<file path="src/rtl/fp_add_frontend.sv">
// fp_add_frontend
//   Front end of an IEEE-754 single-precision adder: three registered stages
//   (mask, align, ALU) producing the unnormalized sum/difference of A and B
//   together with the exponent and sign of the larger-magnitude operand.
//   One operand pair is accepted every cycle. There is no backpressure.
//
// Ports
//   clk         rising-edge clock
//   rst_n       asynchronous active-low reset (clears valid bits and outputs)
//   in_valid    a/b carry an operand pair this cycle
//   a, b        IEEE-754 single operands
//   out_valid   in_valid delayed by exactly 3 cycles
//   out_sign    sign of the larger-magnitude operand (0 for an exact-zero difference)
//   out_exp     effective exponent of the larger-magnitude operand
//   out_mant    [27] carry, [26:3] integer+fraction, [2:0] guard/round/sticky
//   out_special either input has exponent 0xFF (NaN/Inf)
module fp_add_frontend (
    input  logic        clk,
    input  logic        rst_n,
    input  logic        in_valid,
    input  logic [31:0] a,
    input  logic [31:0] b,
    output logic        out_valid,
    output logic        out_sign,
    output logic [7:0]  out_exp,
    output logic [27:0] out_mant,
    output logic        out_special
);

    // ---------------- mask stage ----------------
    logic [7:0]  rawExpA, rawExpB;
    logic [7:0]  effExpA, effExpB;
    logic [23:0] mantA, mantB;
    logic        specialIn;

    always_comb begin
        rawExpA   = a[30:23];
        rawExpB   = b[30:23];
        // Denormals use exponent 1 with a clear hidden bit.
        effExpA   = (rawExpA == 8'd0) ? 8'd1 : rawExpA;
        effExpB   = (rawExpB == 8'd0) ? 8'd1 : rawExpB;
        mantA     = {(rawExpA != 8'd0), a[22:0]};
        mantB     = {(rawExpB != 8'd0), b[22:0]};
        specialIn = (rawExpA == 8'hFF) | (rawExpB == 8'hFF);
    end

    logic        s1Valid;
    logic        s1SignA, s1SignB;
    logic [7:0]  s1ExpA, s1ExpB;
    logic [23:0] s1MantA, s1MantB;
    logic        s1Special;

    always_ff @(posedge clk) begin
        s1SignA   <= a[31];
        s1SignB   <= b[31];
        s1ExpA    <= effExpA;
        s1ExpB    <= effExpB;
        s1MantA   <= mantA;
        s1MantB   <= mantB;
        s1Special <= specialIn;
    end

    // ---------------- align stage ----------------
    logic        aIsLarger;
    logic [7:0]  expL, expS, diff;
    logic [23:0] mantL, mantS;
    logic        signL;
    logic [26:0] mantS27, shifted, lostMask, alignedS;
    logic [4:0]  shAmt;
    logic        sticky;

    always_comb begin
        // Tie goes to A.
        aIsLarger = {s1ExpA, s1MantA} >= {s1ExpB, s1MantB};
        expL      = aIsLarger ? s1ExpA  : s1ExpB;
        expS      = aIsLarger ? s1ExpB  : s1ExpA;
        mantL     = aIsLarger ? s1MantA : s1MantB;
        mantS     = aIsLarger ? s1MantB : s1MantA;
        signL     = aIsLarger ? s1SignA : s1SignB;
        diff      = expL - expS;
        mantS27   = {mantS, 3'b000};
        shAmt     = diff[4:0];
        shifted   = '0;
        lostMask  = '0;
        sticky    = 1'b0;
        if (diff >= 8'd27) begin
            alignedS = {26'd0, (mantS != 24'd0)};
        end else begin
            shifted  = mantS27 >> shAmt;
            lostMask = (27'd1 << shAmt) - 27'd1;
            // Everything shifted out collapses into bit 0.
            sticky   = |(mantS27 & lostMask);
            alignedS = {shifted[26:1], shifted[0] | sticky};
        end
    end

    logic        s2Valid;
    logic [26:0] s2MantL, s2MantS;
    logic [7:0]  s2Exp;
    logic        s2SignL, s2EffSub, s2Special;

    always_ff @(posedge clk) begin
        s2MantL   <= {mantL, 3'b000};
        s2MantS   <= alignedS;
        s2Exp     <= expL;
        s2SignL   <= signL;
        s2EffSub  <= s1SignA ^ s1SignB;
        s2Special <= s1Special;
    end

    // ---------------- ALU stage ----------------
    logic [27:0] aluMant;
    logic        aluSign;

    always_comb begin
        // L >= S by construction, so the difference is never negative.
        aluMant = s2EffSub ? ({1'b0, s2MantL} - {1'b0, s2MantS})
                           : ({1'b0, s2MantL} + {1'b0, s2MantS});
        aluSign = s2SignL & ~(s2EffSub & (aluMant == 28'd0));
    end

    always_ff @(posedge clk or negedge rst_n) begin
        if (!rst_n) begin
            s1Valid   <= 1'b0;
            s2Valid   <= 1'b0;
            out_valid <= 1'b0;
        end else begin
            s1Valid   <= in_valid;
            s2Valid   <= s1Valid;
            out_valid <= s2Valid;
        end
    end

    always_ff @(posedge clk or negedge rst_n) begin
        if (!rst_n) begin
            out_sign    <= 1'b0;
            out_exp     <= '0;
            out_mant    <= '0;
            out_special <= 1'b0;
        end else if (s2Valid) begin
            out_sign    <= aluSign;
            out_exp     <= s2Exp;
            out_mant    <= aluMant;
            out_special <= s2Special;
        end
    end

endmodule

</file>
<file path="config.mk">
export PLATFORM = sky130hd
export DESIGN_NAME = fp_add_frontend
export DESIGN_NICKNAME = d
export VERILOG_FILES = /design/src/rtl/fp_add_frontend.sv
export SDC_FILE = /design/constraint.sdc
export NUM_CORES = 1
export LEC_CHECK = 0
export ABC_AREA = 1
export ABC_CLOCK_PERIOD_IN_PS = 3800
export CELL_PAD_IN_SITES_DETAIL_PLACEMENT = 1
export CELL_PAD_IN_SITES_GLOBAL_PLACEMENT = 2
export CORE_UTILIZATION = 29
export DETAILED_ROUTE_END_ITERATION = 10
export MAX_ROUTING_LAYER = met4
export PLACE_DENSITY_LB_ADDON = 0.1
export REMOVE_ABC_BUFFERS = 1
export SYNTH_ARGS = -nofsm -noshare
export SYNTH_HDL_FRONTEND = slang
export SYNTH_SLANG_ARGS = --single-unit
</file>
<file path="constraint.sdc">
create_clock -name clk -period 3.8 [get_ports clk]
set_input_delay 0.38 -clock clk [delete_from_list [all_inputs] [get_ports clk]]
set_output_delay 0.38 -clock clk [all_outputs]
set_load 0.1 [all_outputs]
</file>
==> results of run 1 <==
## critical path, delay by kind of cell, from the launching register on
kind / cells / cell delay [ps]
DFF: 1 / 310
buffers and inverters: 5 / 530
and+or+nand+nor: 18 / 1570
adders and majority gates: 2 / 470
AOI/OAI and AO/OA: 5 / 670
## final timing paths
kind / start / endpoint / slack (ps) / cells past startpoint
worst max-delay path: s1MantB[19] / s2MantS[0] / 120 / 30
worst min-delay path: rst_n / out_exp[2] / 10 / 2
worst max register to register: s1MantB[19] / s2MantS[0] / 120 / 30
worst min register to register: s1Special / s2Special / 330 / 0
max in group asynchronous: rst_n / out_mant[0] / 3380 / 2
min in group clk: s1Special / s2Special / 330 / 0
## repair_timing
action	4_1_cts	5_1_grt
gates resized for setup	50	144
hold buffers	0	0
cloned	0	1
endpoints found under the setup margin	9	25
hold endpoints to repair	0	0
buffers inserted	6	9
pin swaps	10	52
## per-layer routing
metal | vias up | part of all wire (%) | wire length, um
met5 | - | 0 | 0
met4 | 0 | 2.3 | 893
met3 | 45 | 2.2 | 863
met2 | 127 | 50 | 19700
met1 | 5255 | 46 | 18000
li1 | 5678 | - | -
## layout make-up
type / instances / area (um^2)
multi-input combinational: 1182 / 7010
fill: 4587 / 21800
clock buffer: 23 / 479
tap: 468 / 586
inverter: 182 / 688
timing repair buffer: 283 / 2510
clock inverter: 9 / 87.6
sequential: 170 / 3630
## metrics by stage
stage | instances | hold slack, ps | setup TNS (ps) | util, %
final | 2317 | 13.1 | 0 | 40.7
after global routing | 2317 | 64.3 | -411 | 40.7
after CTS | 2307 | 14.2 | 0 | 38.9
after detailed placement | 2269 | 316 | -1330 | 36.7
after global placement | 2269 | 317 | -1080 | 36.7
after floorplan | 1534 | 84.4 | -30590 | -
## registers in the layout, summed over array words and instances, names as in the netlist
register,cells
s2MantL,24
s1Special,1
s1ExpB,8
s2SignL,1
s1MantB,24
out_exp,8
out_special,1
s1Valid,1
s2MantS,27
s1ExpA,8
s2Valid,1
s2EffSub,1
out_mant,28
s1MantA,24
s2Exp,8
out_sign,1
s1SignB,1
s1SignA,1
s2Special,1
out_valid,1
## logic make-up (layout without fill, tap and decap cells)
family | after synthesis | count (layout) | synth area share (%)
and+or+nand+nor | 783 | 783 | 31.2
AOI/OAI and AO/OA | 284 | 284 | 14.5
buffers and inverters | 252 | 497 | 9.03
DFF | 170 | 170 | 33.1
adders and majority gates | 85 | 85 | 9.82
xor gates and xnor gates | 29 | 29 | 2.33
muxes | 1 | 1 | 0.0918
## power by group through the flow
stage	clock network, uW	logic, uW	registers, uW
floorplan	0	1630	2880
global placement	0	3690	2160
detailed placement	0	3730	2170
CTS	1790	3830	2130
global route	1860	4390	2160
finish	1720	4040	2130
## placed cells by master (no fill, tap or decap), types with 13 or more instances in the layout
master             n
a31oi_1           15
clkbuf_16         19
nand2_2           26
ha_1              65
nor2_4            14
dfrtp_1           41
dfxtp_1          114
inv_2             21
dfxtp_2           15
xor2_1            27
ha_4              19
o21ai_0          125
a21oi_1           70
nand2_4           16
nor2_1           101
buf_4            163
inv_1            158
nand3_1           90
nand2_1          431
nor2_2            14
nand4_1           24
nand3b_1          20
clkdlybuf4s50_1  104
nor3_1            13
==> results.md, run 1 <==
* Max-slew headroom at 33.1%
* Asr flop ratio synth at 24.1%
* Clk pin slew, worst setup/hold paths at 70 ps
* # IOs at 106
* First-pass GRT wire length at 61500 um
* LEAKAGE at 0.00708 uW
* GR Util met3 at 2.97%
* Top post-synthesis cells by count: nand2_1, inv_1, o21ai_0
* Largest cells by area after synthesis: dfxtp_1, nand2_1, ha_1, dfrtp_1, o21ai_0
* Netlist cell types at 53
* Gr ovfl total at 0
* Share of layout cells above drive strength 1 at 20.6%
* Area growth, synth to finish at 37.4%
* Syn Inst Count at 1604
* RePlAce Congestion at 0.873
* Max-cap violations at 0
* Count leader, synth: nand2_1
* Antenna Diode Count at 0
* Maximum VDD drop at 0.360 mV
* Iteration-0 DRC Markers at 459
* Bufs on Longest Clock Path at 2
* Pins Over Slew Limit at 0
* Vias in the first global route at 11557
* Switching portion of total power at 44.9%
* Gate power share at 51.1%
* Clock Latency Late Sink at 460 ps
* Antenna viol nets, final at 0
* Fin area at 15000 um^2
* Initial antenna violation count at 2
* Total Power at 7890 uW
* Clock power frac at 21.8%
* Core Region at 36800 um^2
* Fin Clk Skew at 16.9 ps
* Chip Height at 196 um
* Hold crit path type: input pin to asynchronous set/reset pin
* Vias at 11105
* FP Rows at 70
* Sw Pwr at 3540 uW
* GRT met2 Usage at 36.6%
* DR pass1 iterations at 4
* Reg power frac at 27.0%
* WL final at 39500 um
* Nets@finish at 1988
* Crit start category: flip-flop
* CP Data Arrival Time at 4020 ps
* Fin worst setup slack at 115 ps
* CTS Buf Count at 17
* Post-synthesis sequential area ratio at 33.1%
* Setup WS pre-CTS at -466 ps
* Number of flops mapped to enable cells by yosys at 0
* Minimum clock period at 3680 ps
* Worst path required time at 4140 ps
* CTS H-tree depth at 4
* Buffers on Ports at 105
* Die width at 196 um
* Syn_area_per_cell at 6.80 um^2
* Pint at 4350 uW
* GRT Total Usage at 21.3%
* Dominant cell type by area after synthesis: dfxtp_1
* Max stage delay on crit path at 310 ps
* Starting density of the core at 29.6%
* Synth top area share at 23.7%
* CP Capture Type: flip-flop
* Final setup fails at 0
* Total number of yosys warnings at 0
* Die ar. at 38400 um^2
* Most numerous cell on the critical path: nand2_4
* Clock Root Buffer: clkbuf_16
* Final period utilization at 97.0%
* Via density at 4.79
* Wire per inst at 17.1 um
* CTS tree: built
* Final Hold Fails at 0
* Slew @ Worst Pin at 1000 ps
* Crit path max-delay cell type: dfxtp_1
* DP Wirelength at 32000 um
* Fmax at 271 MHz
* Sinks on the clock net at 170
* RSZ-0062 raised after global routing: yes
* Crit Path Class: flip-flop to flip-flop
* Synth Register Bits at 170
* Post-DP Area at 13500 um^2
* Cell area after synthesis at 10900 um^2
* Largest net degree at the start of global routing at 53
* Status: completed
* DRC errors left at 0
* CP max FO at 8
* GRT met1 Usage at 25.6%
* Synth Flop Type: dfxtp_1
* Power density cells at 526 nW/um^2
* Gr busiest metal: met2
(Power assumes the default switching activity.)
==> run 2, diff against run 1 <==
--- a/config.mk
+++ b/config.mk
@@ -7,12 +7,9 @@
 export LEC_CHECK = 0
 export ABC_AREA = 1
 export ABC_CLOCK_PERIOD_IN_PS = 3800
-export CELL_PAD_IN_SITES_DETAIL_PLACEMENT = 1
-export CELL_PAD_IN_SITES_GLOBAL_PLACEMENT = 2
-export CORE_UTILIZATION = 29
+export CORE_UTILIZATION = 30
 export DETAILED_ROUTE_END_ITERATION = 10
 export MAX_ROUTING_LAYER = met4
-export PLACE_DENSITY_LB_ADDON = 0.1
 export REMOVE_ABC_BUFFERS = 1
 export SYNTH_ARGS = -nofsm -noshare
 export SYNTH_HDL_FRONTEND = slang
==> run 2 against run 1 <==
Effect of this change: the flow now finishes with violations (design-rule violations); sequential cell count stayed put; first-iteration DRC count is 68% higher; sequential power hardly changed; via count hardly changed; cell count is 0.43% lower; critical path type unchanged; critical endpoint unchanged; largest power group unchanged; highest routed layer unchanged.
==> results.md, run 2 (synthesized netlist as in run 1, its figures left out) <==
* Crit Path Class: flip-flop to flip-flop (unchanged)
* CTS Buf Count at 17 (unchanged)
* Final setup fails at 0 (unchanged)
* Power density cells at 524 nW/um^2 (was 526 nW/um^2)
* Vias in the first global route at 10402 (was 11557)
* Minimum clock period at 3730 ps (was 3680 ps)
* Worst reg-to-reg path cell count at 28 (was 30)
* Most numerous cell on the critical path: nand2_4 (unchanged)
* CP Data Arrival Time at 4080 ps (was 4020 ps)
* Maximum VDD drop at 0.383 mV (was 0.360 mV)
* CTS H-tree depth at 4 (unchanged)
* Commonest non-fill, non-tap cell in the layout: nand2_1 (unchanged)
* Gr ovfl total at 0 (unchanged)
* Setup WS pre-CTS at -249 ps (was -466 ps)
* Reg power frac at 27.2% (was 27.0%)
* Top reg by flops: out_mant (unchanged)
* Failing checks: design-rule violations
* Pint at 4220 uW (was 4350 uW)
* CTS tree: built (unchanged)
* WL final at 35500 um (was 39500 um)
* Sw Pwr at 3580 uW (was 3540 uW)
* Clk pin slew, worst setup/hold paths at 80 ps (was 70 ps)
* Switching portion of total power at 45.9% (was 44.9%)
* Area growth, synth to finish at 36.5% (was 37.4%)
* LEAKAGE at 0.00704 uW (was 0.00708 uW)
* RePlAce Congestion at 0.929 (was 0.873)
* CP max FO at 8 (unchanged)
* DP Wirelength at 28300 um (was 32000 um)
* Critical R2R Capture: s2MantS[0] (unchanged)
* RSZ-0062 raised after global routing: yes (unchanged)
* Clock power frac at 22.9% (was 21.8%)
* Max-cap violations at 0 (unchanged)
* Antenna viol nets, final at 0 (unchanged)
* Clock Latency Late Sink at 450 ps (was 460 ps)
* Bufs on Longest Clock Path at 2 (unchanged)
* Nets@finish at 1985 (was 1988)
* Gate power share at 49.9% (was 51.1%)
* Starting density of the core at 30.6% (was 29.6%)
* Largest net degree at the start of global routing at 52 (was 53)
* Antenna Diode Count at 0 (unchanged)
* Wire per inst at 15.4 um (was 17.1 um)
* Via density at 4.82 (was 4.79)
* Initial antenna violation count at 0 (was 2)
* Fin Clk Skew at 11.5 ps (was 16.9 ps)
* Share of layout cells above drive strength 1 at 19.8% (was 20.6%)
* Largest register FFs at 28 (unchanged)
* Core Region at 35700 um^2 (was 36800 um^2)
* Largest regs: out_mant (28), s2MantS (27) (unchanged)
* DR pass1 iterations at 9 (was 4)
* Final Hold Fails at 0 (unchanged)
* CP Capture Type: flip-flop (unchanged)
* Max stage delay on crit path at 310 ps (about the same)
* Buffers on Ports at 105 (unchanged)
* First-pass GRT wire length at 54300 um (was 61500 um)
* Slew @ Worst Pin at 1010 ps (was 1000 ps)
* Final period utilization at 98.1% (was 97.0%)
* Leading cell types in the layout, fill and taps excluded: nand2_1, inv_1, buf_4 (was nand2_1, buf_4, inv_1)
* # IOs at 106 (unchanged)
* DRC errors left at 12 (was 0)
* RR Startpoint: s1MantB[19] (unchanged)
* Clock Root Buffer: clkbuf_16 (unchanged)
* Reg2Reg Setup Slack at 70 ps (was 120 ps)
* Cts hold-fix bufs at 0 (unchanged)
* Max-slew headroom at 32.5% (was 33.1%)
* Hold crit path type: input pin to asynchronous set/reset pin (unchanged)
* GRT Total Usage at 19.7% (was 21.3%)
* Chip Height at 193 um (was 196 um)
* Sinks on the clock net at 170 (unchanged)
* Iteration-0 DRC Markers at 769 (was 459)
* Pins Over Slew Limit at 0 (unchanged)
* Vias at 11109 (was 11105)
* FP Rows at 69 (was 70)
* Die ar. at 37100 um^2 (was 38400 um^2)
* Status: complete, but fails checks (was completed)
* Fmax at 268 MHz (was 271 MHz)
* Worst path required time at 4160 ps (was 4140 ps)
* Crit path max-delay cell type: dfxtp_1 (unchanged)
* Crit start category: flip-flop (unchanged)
* Die width at 193 um (was 196 um)
* Setup TNS Final at 0 ps (unchanged)
* Fin worst setup slack at 73.3 ps (was 115 ps)
-- run 2: power by group through the flow --
stage               sequential, uW  clock [uW]  combinational (uW)
CTS                           2120        1850                3650
finish                        2120        1790                3890
detailed placement            2160           0                3550
floorplan                     2880           0                1630
global route                  2150        1920                4220
global placement              2150           0                3560
-- run 2: metal layers --
layer,share of wire [%],track usage (%),vias up
met4,1.9,6.09,0
li1,-,-,5692
met5,0,-,-
met3,3.9,2.44,45
met1,47,24.7,5094
met2,48,32.8,278
-- run 2: how the worst max path moves through the flow --
stage	from	endpoint	slack [ps]	cells past startpoint
floorplan	s1ExpB[0]	s2MantS[0]	-1670	26
global placement	s1ExpB[3]	s2MantS[0]	-200	27
detailed placement	s1ExpB[3]	s2MantS[0]	-250	27
CTS	s1MantB[23]	s2MantS[0]	4	26
global route	s1MantB[17]	s2MantS[0]	-190	30
finish	s1MantB[19]	s2MantS[0]	70	28
-- run 2: layout make-up --
| cell class | count | area [um^2] |
|---|---|---|
| fillers | 3729 | 20800 |
| clock buffers | 17 | 425 |
| multi-input cells | 1182 | 6910 |
| inverters | 182 | 688 |
| clock inverters | 15 | 193 |
| well taps | 461 | 577 |
| flip-flops and latches | 170 | 3620 |
| repair buffers | 280 | 2480 |
-- run 2: critical path: cells and delay by family (launching register included) --
kind / cells / cell delay (ps)
fa+ha+maj: 2 / 450
flops: 1 / 310
compound gates: 3 / 440
simple gates: 19 / 2000
buf+inv: 4 / 420
-- run 2: repair_timing --
item	4_1_cts	5_1_grt
pin swaps	5	49
setup buffers	5	13
gates cloned	0	1
setup endpoints to repair	1	22
resized for setup	25	147
-- run 2: per-stage QoR --
stage / hold slack (ps) / power (uW) / std cells / instance area, um^2 / util (%)
4_1_cts: 87.5 / 7610 / 2294 / 14200 / 39.8
3_5_place_dp: 329 / 5710 / 2257 / 13400 / 37.6
2_1_floorplan: 84.4 / 4510 / 1534 / 10600 / -
5_1_grt: 139 / 8290 / 2307 / 14900 / 41.8
3_3_place_gp: 334 / 5710 / 2257 / 13400 / 37.6
6_report: 61.4 / 7800 / 2307 / 14900 / 41.8
